`config.mk`:
```
export PLATFORM = sky130hd
export DESIGN_NAME = sync_debounce_edge
export DESIGN_NICKNAME = d
export VERILOG_FILES = /design/src/rtl/sync_debounce_pkg.sv /design/src/rtl/sync_chain.sv /design/src/rtl/sync_debounce_edge.sv
export SDC_FILE = /design/constraint.sdc
export NUM_CORES = 1
export LEC_CHECK = 0
export ABC_AREA = 0
export BUFFER_PORTS_ARGS = -buffer_cell sky130_fd_sc_hd__buf_4
export CAP_MARGIN = 20
export CORE_AREA = 2 2 39 41
export DETAILED_ROUTE_END_ITERATION = 8
export DIE_AREA = 0 0 41 43
export PLACE_DENSITY = 0.6
export SYNTH_ARGS = -nofsm -noshare
export SYNTH_HDL_FRONTEND = slang
export SYNTH_SLANG_ARGS = --single-unit
```
`constraint.sdc`:
```
create_clock -name clk -period 2.1 [get_ports clk]
set_input_delay 0 -clock clk [delete_from_list [all_inputs] [get_ports clk]]
set_output_delay 0 -clock clk [all_outputs]
set_load 0.02 [all_outputs]
```
`src/rtl/sync_debounce_pkg.sv`:
```
// sync_debounce_pkg: shared FSM state type and counter sizing helper for the debouncer
package sync_debounce_pkg;

    typedef enum logic {ST_STABLE, ST_CHECK} db_state_e;

    function automatic int cnt_width(input int n);
        return $clog2(n + 1);
    endfunction

endpackage

```
`src/rtl/sync_chain.sv`:
```
// sync_chain: multi-flop synchroniser bringing an asynchronous bit into the clk domain
module sync_chain #(
    parameter int   STAGES    = 2,
    parameter logic RESET_VAL = 1'b0
) (
    input  logic clk,
    input  logic resetn,
    input  logic d,
    output logic q
);

    logic [STAGES-1:0] s;

    // shift the raw input through the chain every clock, independent of any enable
    always_ff @(posedge clk or negedge resetn)
        if (!resetn) s <= {STAGES{RESET_VAL}};
        else         s <= {s[STAGES-2:0], d};

    assign q = s[STAGES-1];

endmodule

```
`src/rtl/sync_debounce_edge.sv`:
```
// sync_debounce_edge: synchronise, debounce and edge-detect an asynchronous bouncing input
module sync_debounce_edge
    import sync_debounce_pkg::*;
#(
    parameter int   SYNC_STAGES     = 2,
    parameter int   DEBOUNCE_CYCLES = 8,
    parameter logic RESET_VAL       = 1'b0
) (
    input  logic clk,
    input  logic resetn,
    input  logic d_async,
    input  logic en,
    output logic q,
    output logic rise,
    output logic fall,
    output logic busy
);

    localparam int          CW   = cnt_width(DEBOUNCE_CYCLES);
    localparam logic [CW-1:0] LAST = CW'(DEBOUNCE_CYCLES - 1);

    logic          sync_out;
    logic [CW-1:0] cnt;
    db_state_e     state;

    sync_chain #(
        .STAGES    (SYNC_STAGES),
        .RESET_VAL (RESET_VAL)
    ) u_sync (
        .clk    (clk),
        .resetn (resetn),
        .d      (d_async),
        .q      (sync_out)
    );

    // qualify a candidate change for DEBOUNCE_CYCLES enabled samples; pulses and busy registered alongside q
    always_ff @(posedge clk or negedge resetn)
        if (!resetn) begin
            state <= ST_STABLE;
            cnt   <= '0;
            q     <= RESET_VAL;
            rise  <= 1'b0;
            fall  <= 1'b0;
            busy  <= 1'b0;
        end else begin
            rise <= 1'b0;
            fall <= 1'b0;
            if (en) begin
                if (sync_out == q) begin
                    state <= ST_STABLE;
                    cnt   <= '0;
                    busy  <= 1'b0;
                end else if (DEBOUNCE_CYCLES == 1 || (state == ST_CHECK && cnt == LAST)) begin
                    q     <= sync_out;
                    rise  <= sync_out;
                    fall  <= !sync_out;
                    state <= ST_STABLE;
                    cnt   <= '0;
                    busy  <= 1'b0;
                end else if (state == ST_STABLE) begin
                    state <= ST_CHECK;
                    cnt   <= CW'(1);
                    busy  <= 1'b1;
                end else begin
                    cnt <= cnt + CW'(1);
                end
            end
        end

endmodule

```
=== Yosys cells after proc, flatten, opt, wreduce, memory -nomap -nowiden ===
Cells that the tools add are included.
W data, S select, Z words.

* Bits in registers: 11
* Input port bits: 4
* Output and inout port bits: 4
* Logic and storage cells: 30

* Add/subtract/negate cells: 1
* Equality and inequality tests: 3
* Muxes and demuxes: 14
* Bitwise operators: 1
* Reduce and logical (&&, ||, !) cells: 4

{| class="wikitable"
|+ Operator list
! cell !! count
|-
| $mux W4 || 3
|-
| $mux W1 || 11
|-
| $add A4 B1 Y4 const B || 1
|-
| $eq A4 B3 Y1 const B || 1
|-
| $ne A3 B1 Y1 const B || 1
|-
| $reduce_and A3 Y1 || 1
|-
| $reduce_and A2 Y1 || 1
|-
| $eq A1 B1 Y1 || 1
|-
| $logic_and A1 B1 Y1 || 1
|-
| $logic_not A1 Y1 || 1
|-
| $not A1 Y1 || 1
|}

=== Logic depth before layout (Yosys ltp) ===
Gate-level depths: netlist of the first run.

* Word-level depth: 5
* Mapped depth: 4
* Mapped depth without buffers: 4

=== Modules after synthesis ===
A second synthesis of the first run with hierarchy kept.

* Cells, all modules: 38
* Area total of the unflattened synthesis: 461.7 um^2

{| class="wikitable"
|+ Modules (own cells, without submodules)
! module !! times used !! cells an instance !! area an instance (um^2) !! sequential area each (um^2)
|-
| sync_debounce_edge || 1 || 36 || 411.6 || 225.2
|-
| sync_chain || 1 || 2 || 50.0 || 50.0
|}

=== Least setup slack after synthesis of the first run ===
No wires, ideal clock.

* Kind: reg2reg
* Start: register cnt[0]
* End: register q
* Library setup time: 0.125 ns
* Arrival: 1.241 ns
* Data required time: 1.975 ns
* Slack: 0.734 ns
* Stages on the path, launching flop included: 5
* Path buffers: 0
* Clock period less this slack: 1.366 ns
* Cells stage by stage: dfrtp_1 > ha_1 > nand4b_4 > or2_4 > mux2_4

* Longest elaborated chain between the ends: 3

{| class="wikitable"
|+ RTL lines
! what !! RTL line !! source
|-
| start, declared || sync_debounce_edge.sv:23 || <nowiki>logic [CW-1:0] cnt;</nowiki>
|-
| start signal, assigned || sync_debounce_edge.sv:65 || <nowiki>cnt <= cnt + CW'(1);</nowiki>
|-
| $eq A4 B3 Y1 || sync_debounce_edge.sv:53 || <nowiki>end else if (DEBOUNCE_CYCLES == 1 || (state == ST_CHECK && cnt == LAST)) begin</nowiki>
|-
| $logic_and A1 B1 Y1 || sync_debounce_edge.sv:53 ||
|-
| $reduce_and A3 Y1 (no source line) || -- ||
|-
| end signal, assigned || sync_debounce_edge.sv:54 || <nowiki>q <= sync_out;</nowiki>
|-
| end, declared || sync_debounce_edge.sv:13 || <nowiki>output logic q,</nowiki>
|}

Every way passes these cells.
A chain may end at the register's enable or synchronous reset.

=== Worst setup path after layout of the first run ===
Ends and elaborated chain as after synthesis.

==> run metrics, run 1 <==
status completed; PD cells 675 mW/mm^2; WL final 859 um; post-synthesis net count 46; Max-Slew Margin vs Limit 66.1%; Worst Setup SP cnt[0]$_DFFE_PN0P_; DRC viols 0; actual slew at the worst max-slew pin 0.506 ns; static leakage 0.305 nW; FF+latch count, synth 11; vias in the first global route 338; clock share of power 32.4%; total chip power 0.422 mW; Avg Vias per Cell 4.84; startpoint type of the worst setup path flip-flop; count of cell types in the netlist 24; gr usage total 12.7%; routed len/inst 12.3 um; layout cell share with drive strength beyond 1 29.6%; first-pass GRT wire length 1.44 mm; DR vias 339; Max Slew Vio Count 0; DP Wirelength 592 um; max-cap violation count 0; Mapped Avg Cell Area 12.4 um^2; clk sinks 11; num rows 14; DR iter-0 viols 14; crit path kind reg2reg; fin nets 60; drt pass-1 iters 4; clk_lat worst skew 0.26 ns; Final period util 68.8%; Post-CTS Setup Bufs 0; Worst Path Required 2.25 ns; clock root buffer clkbuf_4; Worst EP arrival 1.59 ns; Crit. End Element flip-flop; Fin. Hold Viols 0; Synth Warn # 0; Setup TNS 0 ns; non-filler cells in the finished layout 70; Placer Congestion 0.819; RSZ-0062 raised after global routing no; Cells after Synth 41; synthesized cell area 508 um^2; dpl cells 63; Combinational Power Share 11.7%; Clock Pin Slew Worst Setup and Hold Paths 0.06 ns; most frequent cells in the layout dfrtp_1, buf_4, inv_1; Post-Place Setup Slack 0.669 ns; most common cell after layout, fill and taps aside dfrtp_1; CTS tree built; ANT nets after route 0; num ports 8; initial antenna violation count 0; area share of the largest cell type after synthesis 54.2%; Syn-to-layout area delta 23.2%; die width 41 um; largest net degree at the start of global routing 12; peak supply drop 0.464 mV; Finish-stage setup viols 0; Max Fclk 692 MHz; Core ar. 0.00138 mm^2; Die ar. 0.00176 mm^2; Worst Slack Setup Final 0.656 ns; Synth area leader dfrtp_1; worst r2r path cells 4; clk_skew 0.000358 ns; Antenna Cells 0; TritonCTS Buffers 3; Filler cells 122; Longest Clk Path Bufs 2; top area cells in the synthesized netlist dfrtp_1, nand4b_4, inv_1; H-tree levels 1; P_int 0.321 mW; chip height 43 um; Buffers on Ports 7; Final min period 1.44 ns; Starting Density 36.7%; cts repair resizes 0; R2R Path Start cnt[0]$_DFFE_PN0P_; final core occ 45.2%; sw power 0.101 mW; Hold WC Path Type in2async; Flop pwr share 55.9%; register area share after synthesis 54.2%; Net Sw Frac 23.9%; grt ovf 0; CP max FO 5
==> synth_stat cells <==
library cell,count
mux2i_1,1
nor3b_1,2
nand2_1,1
o21ai_0,1
mux2_2,1
and3_2,1
inv_1,4
nand3_1,2
or2_4,1
a22o_1,1
nand3b_1,1
inv_2,1
buf_6,1
o2bb2ai_1,1
o22ai_1,1
xor2_1,1
ha_1,1
a31oi_1,2
nand4b_4,1
a2bb2oi_1,1
and2_1,1
dfrtp_1,11
mux2_4,1
nand4_1,2
==> layer usage <==
metal  global-route usage (%)  vias to the layer above  wire, um
met1                     16.7                      150       426
met5                        0                        -         0
met2                     15.9                       15       381
met4                     4.00                        0         0
met3                     9.42                        0        51
li1                         -                      174         -
==> power by group through the flow <==
stage | registers, mW | logic, mW | clock network, mW
detailed placement | 0.240 | 0.0453 | 0
global placement | 0.240 | 0.0447 | 0
floorplan | 0.238 | 0.0299 | 0
finish | 0.236 | 0.0496 | 0.137
global route | 0.238 | 0.0545 | 0.155
CTS | 0.236 | 0.0498 | 0.148
==> critical path: stages (launching register included) <==
cell and delay (ns):
dfrtp_1 0.39, ha_1 0.24, nand4b_4 0.14, or2_4 0.27, mux2_4 0.29
==> sequential cells by signal, indices dropped and copies added, names as in the netlist <==
name      count
rise          1
busy          1
cnt           4
u_sync.s      2
fall          1
state         1
q             1
==> stage by stage <==
| step | hold slack, ns | area (um^2) |
|---|---|---|
| after floorplan | -0.296 | 508 |
| after global placement | -0.160 | 569 |
| final | 0.110 | 626 |
| after detailed placement | -0.159 | 569 |
| after CTS | 0.0999 | 626 |
| after global routing | 0.118 | 626 |
==> path summary, 6_finish.rpt <==
path	slack (ns)	end
min	0.11	fall$_DFF_PN0_
max	0.66	q$_DFFE_PN0P_
max reg2reg	0.66	q$_DFFE_PN0P_
max in group asynchronous	1.85	state$_DFFE_PN0P_
min reg2reg	0.37	u_sync.s[1]$_DFF_PN0_
min in group clk	0.37	u_sync.s[1]$_DFF_PN0_
==> cells by family after synthesis <==
group / after synthesis / share of synthesized area, %
xor+xnor: 1 / 1.72
compound gates: 7 / 9.85
buf+inv: 6 / 5.91
simple gates: 12 / 18.7
flops: 11 / 54.2
mux: 3 / 7.14
fa+ha+maj: 1 / 2.46
==> final cells by class <==
type	count	area, um^2	share of cell area [%]
multi-input combinational	24	203	32.4
clock buffer	4	26.3	4.20
timing repair buffer	10	82.6	13.2
tap	16	20.0	3.20
inverter	5	18.8	3.00
sequential	11	275	44.0
==> what timing repair did <==
item,in CTS,in global routing
hold buffers,3,0
endpoints found under the hold margin,13,0
endpoints found under the setup margin,0,0
(Power assumes the default switching activity.)
==> run 2, diff against run 1 <==
--- a/config.mk
+++ b/config.mk
@@ -11,7 +11,7 @@
 export CORE_AREA = 2 2 39 41
 export DETAILED_ROUTE_END_ITERATION = 8
 export DIE_AREA = 0 0 41 43
-export PLACE_DENSITY = 0.6
+export PLACE_DENSITY = 0.63
 export SYNTH_ARGS = -nofsm -noshare
 export SYNTH_HDL_FRONTEND = slang
 export SYNTH_SLANG_ARGS = --single-unit
==> constraint.sdc (replaced) <==
create_clock -name clk -period 1.3 [get_ports clk]
set_input_delay 0 -clock clk [delete_from_list [all_inputs] [get_ports clk]]
set_output_delay 0 -clock clk [all_outputs]
set_load 0.02 [all_outputs]
==> run 2 against run 1 <==
  * Routed wire length increased by 14%
  * Register-to-register slack got worse by 0.68 ns
  * Critical path depth unchanged
  * First-iteration DRC count decreased by 100%
  * The flow now finishes with violations (setup timing)
  * Core utilization increased by 5.1 points
  * Sequential power increased by 59%
  * Global-route usage increased by 1.5 points
  * Flip-flop and latch count unchanged
  * Sequential share of layout area decreased by 4.4 points
  * Worst hold slack got worse by 0.11 ns
  * Clock power increased by 72%
  * Largest cell class unchanged
==> run metrics, run 2 (same netlist as run 1, synthesis figures left out) <==
DRC viols 0 (unchanged); Worst Path Required 1.46 ns (-0.79 ns); actual slew at the worst max-slew pin 0.198 ns (-0.308 ns); largest net degree at the start of global routing 12 (unchanged); peak supply drop 0.428 mV (-7.8%); cts repair resizes 0 (unchanged); Starting Density 36.7% (unchanged); WP buf/inv 0 (unchanged); routed len/inst 12.5 um (+2.2%); clk_skew 0.00287 ns (+0.00251 ns); RSZ-0062 raised after global routing yes; clk_lat worst skew 0.27 ns (about the same); Filler cells 129 (+5.7%); Longest Clk Path Bufs 2 (unchanged); max reg flops 4 (unchanged); CP cell instances ha_4, nand4b_4, or2_4, mux2_4; internal reg-to-reg setup slack -0.02 ns (-0.68 ns); final hold slack 0.00288 ns (-0.108 ns); drt pass-1 iters 1 (-3); Syn-to-layout area delta 36.9%; Worst Slack Setup Final -0.0218 ns (-0.677 ns); Final min period 1.32 ns (-0.123 ns); Die ar. 0.00176 mm^2 (unchanged); failing checks setup timing; Hold Startpoint en; CP max FO 4 (-1); clk sinks 11 (unchanged); Worst EP arrival 1.48 ns (-0.11 ns); grt ovf 0 (unchanged); fin nets 68 (+13%); DR vias 381 (+12%); H-tree levels 1 (unchanged); register area 275 um^2 (unchanged); startpoint type of the worst setup path flip-flop; crit path kind reg2reg; Post-Place Setup Slack -0.0199 ns (-0.689 ns); DP Wirelength 725 um (+22%); final instance area 696 um^2 (+11%); Antenna Cells 0 (unchanged); Fin. Hold Viols 0 (unchanged); layout cell share with drive strength beyond 1 41.9% (+12 points); gr usage total 14.2% (+1.5 points); Clock Pin Slew Worst Setup and Hold Paths 0.07 ns (about the same); Buffers on Ports 7 (unchanged); ANT nets after route 0 (unchanged); Final period util 102% (+33 points); static leakage 0.345 nW (+13%); Max Fclk 757 MHz (+9.3%); clock root buffer clkbuf_4; PD cells 1030 mW/mm^2 (+53%); num ports 8 (unchanged); Crit path max-delay family flip-flops; chip height 43 um (unchanged); initial antenna violation count 0 (unchanged); vias in the first global route 387 (+14%); Crit. End Element flip-flop; top flop regs cnt x4, u_sync.s x2; most common cell after layout, fill and taps aside buf_4; status complete, but fails checks; Max Slew Vio Count 0 (unchanged); max-cap violation count 0 (unchanged); first-pass GRT wire length 1.59 mm (+10%); Avg Vias per Cell 4.88 (+0.86%); slowest stage cell, crit path dfrtp_1; Post-CTS Setup Bufs 0 (unchanged); WL final 978 um (+14%); Finish-stage setup viols 1 (+1); Worst Hold Depth 2; Core ar. 0.00138 mm^2 (unchanged); worst reg2reg path endpoint q$_DFFE_PN0P_; placed cell area 649 um^2 (+14%); Placer Congestion 0.729 (-11%); Max-Slew Margin vs Limit 86.8% (+21 points); worst r2r path cells 4 (unchanged); CTS tree built; DR iter-0 viols 0 (-14); R2R Path Start cnt[0]$_DFFE_PN0P_; die width 41 um (unchanged); Hold WC Path Type in2reg; WHS Endpoint cnt[0]$_DFFE_PN0P_; num rows 14 (unchanged); area of the multi-input gates 215 um^2 (+6.2%); most frequent cells in the layout buf_4, dfrtp_1, inv_1; max incr delay on CP 0.39 ns (about the same); TritonCTS Buffers 3 (unchanged); Biggest register cnt
-- run 2: changes by cell type in the layout (fill, tap and decap cells not counted), sizes merged --
cell and change:
dlygate4sd3 -1, buf +9
-- run 2: layout make-up --
class | instances | share of cell area (%)
inverter | 5 | 2.70
multi-input combinational | 24 | 30.9
tap | 16 | 2.88
sequential | 11 | 39.6
clock buffer | 4 | 3.78
timing repair buffer | 18 | 20.1
-- run 2: timing repair --
item	CTS	global route
endpoints found under the setup margin	1	1
pin swaps	1	0
hold buffers	2	0
endpoints found under the hold margin	12	0
-- run 2: how the worst max path moves through the flow --
stage	slack [ns]	startpoint	endpoint	depth (start not counted)
final	-0.02	cnt[0]$_DFFE_PN0P_	q$_DFFE_PN0P_	4
after floorplan	-0.01	cnt[0]$_DFFE_PN0P_	q$_DFFE_PN0P_	4
after global placement	0.01	cnt[1]$_DFFE_PN0P_	q$_DFFE_PN0P_	4
after CTS	-0.02	cnt[0]$_DFFE_PN0P_	q$_DFFE_PN0P_	4
after global routing	-0.05	cnt[0]$_DFFE_PN0P_	q$_DFFE_PN0P_	4
after detailed placement	-0.02	cnt[1]$_DFFE_PN0P_	q$_DFFE_PN0P_	4
-- run 2: worst reg2reg max path: stages (launching register included) --
cell and delay [ns]:
dfrtp_1 0.39, ha_4 0.16, nand4b_4 0.10, or2_4 0.26, mux2_4 0.30
-- run 2: metal layers --
metal	vias up	wire (um)	share of wire (%)	GRT usage [%]
met5	-	0	0	0
met4	0	43	4.4	12.0
met3	5	23	2.4	3.14
met2	10	505	52	21.9
met1	176	405	41	15.3
li1	190	-	-	-
-- run 2: metrics by stage --
step	cells	TNS [ns]	power, mW	util (%)
floorplan	41	-0.0141	0.437	-
global placement	72	0	0.483	46.9
detailed placement	72	-0.0199	0.486	46.9
CTS	78	-0.0245	0.730	50.3
global route	78	-0.0466	0.756	50.3
finish	78	-0.0218	0.719	50.3
-- run 2: report_power, final --
part	total, mW	internal [mW]	switching (mW)	leakage, nW
registers	0.376	0.360	0.0163	0.143
clock network	0.236	0.119	0.117	0.0150
logic	0.107	0.0571	0.0501	0.187
total	0.719	0.536	0.183	0.345
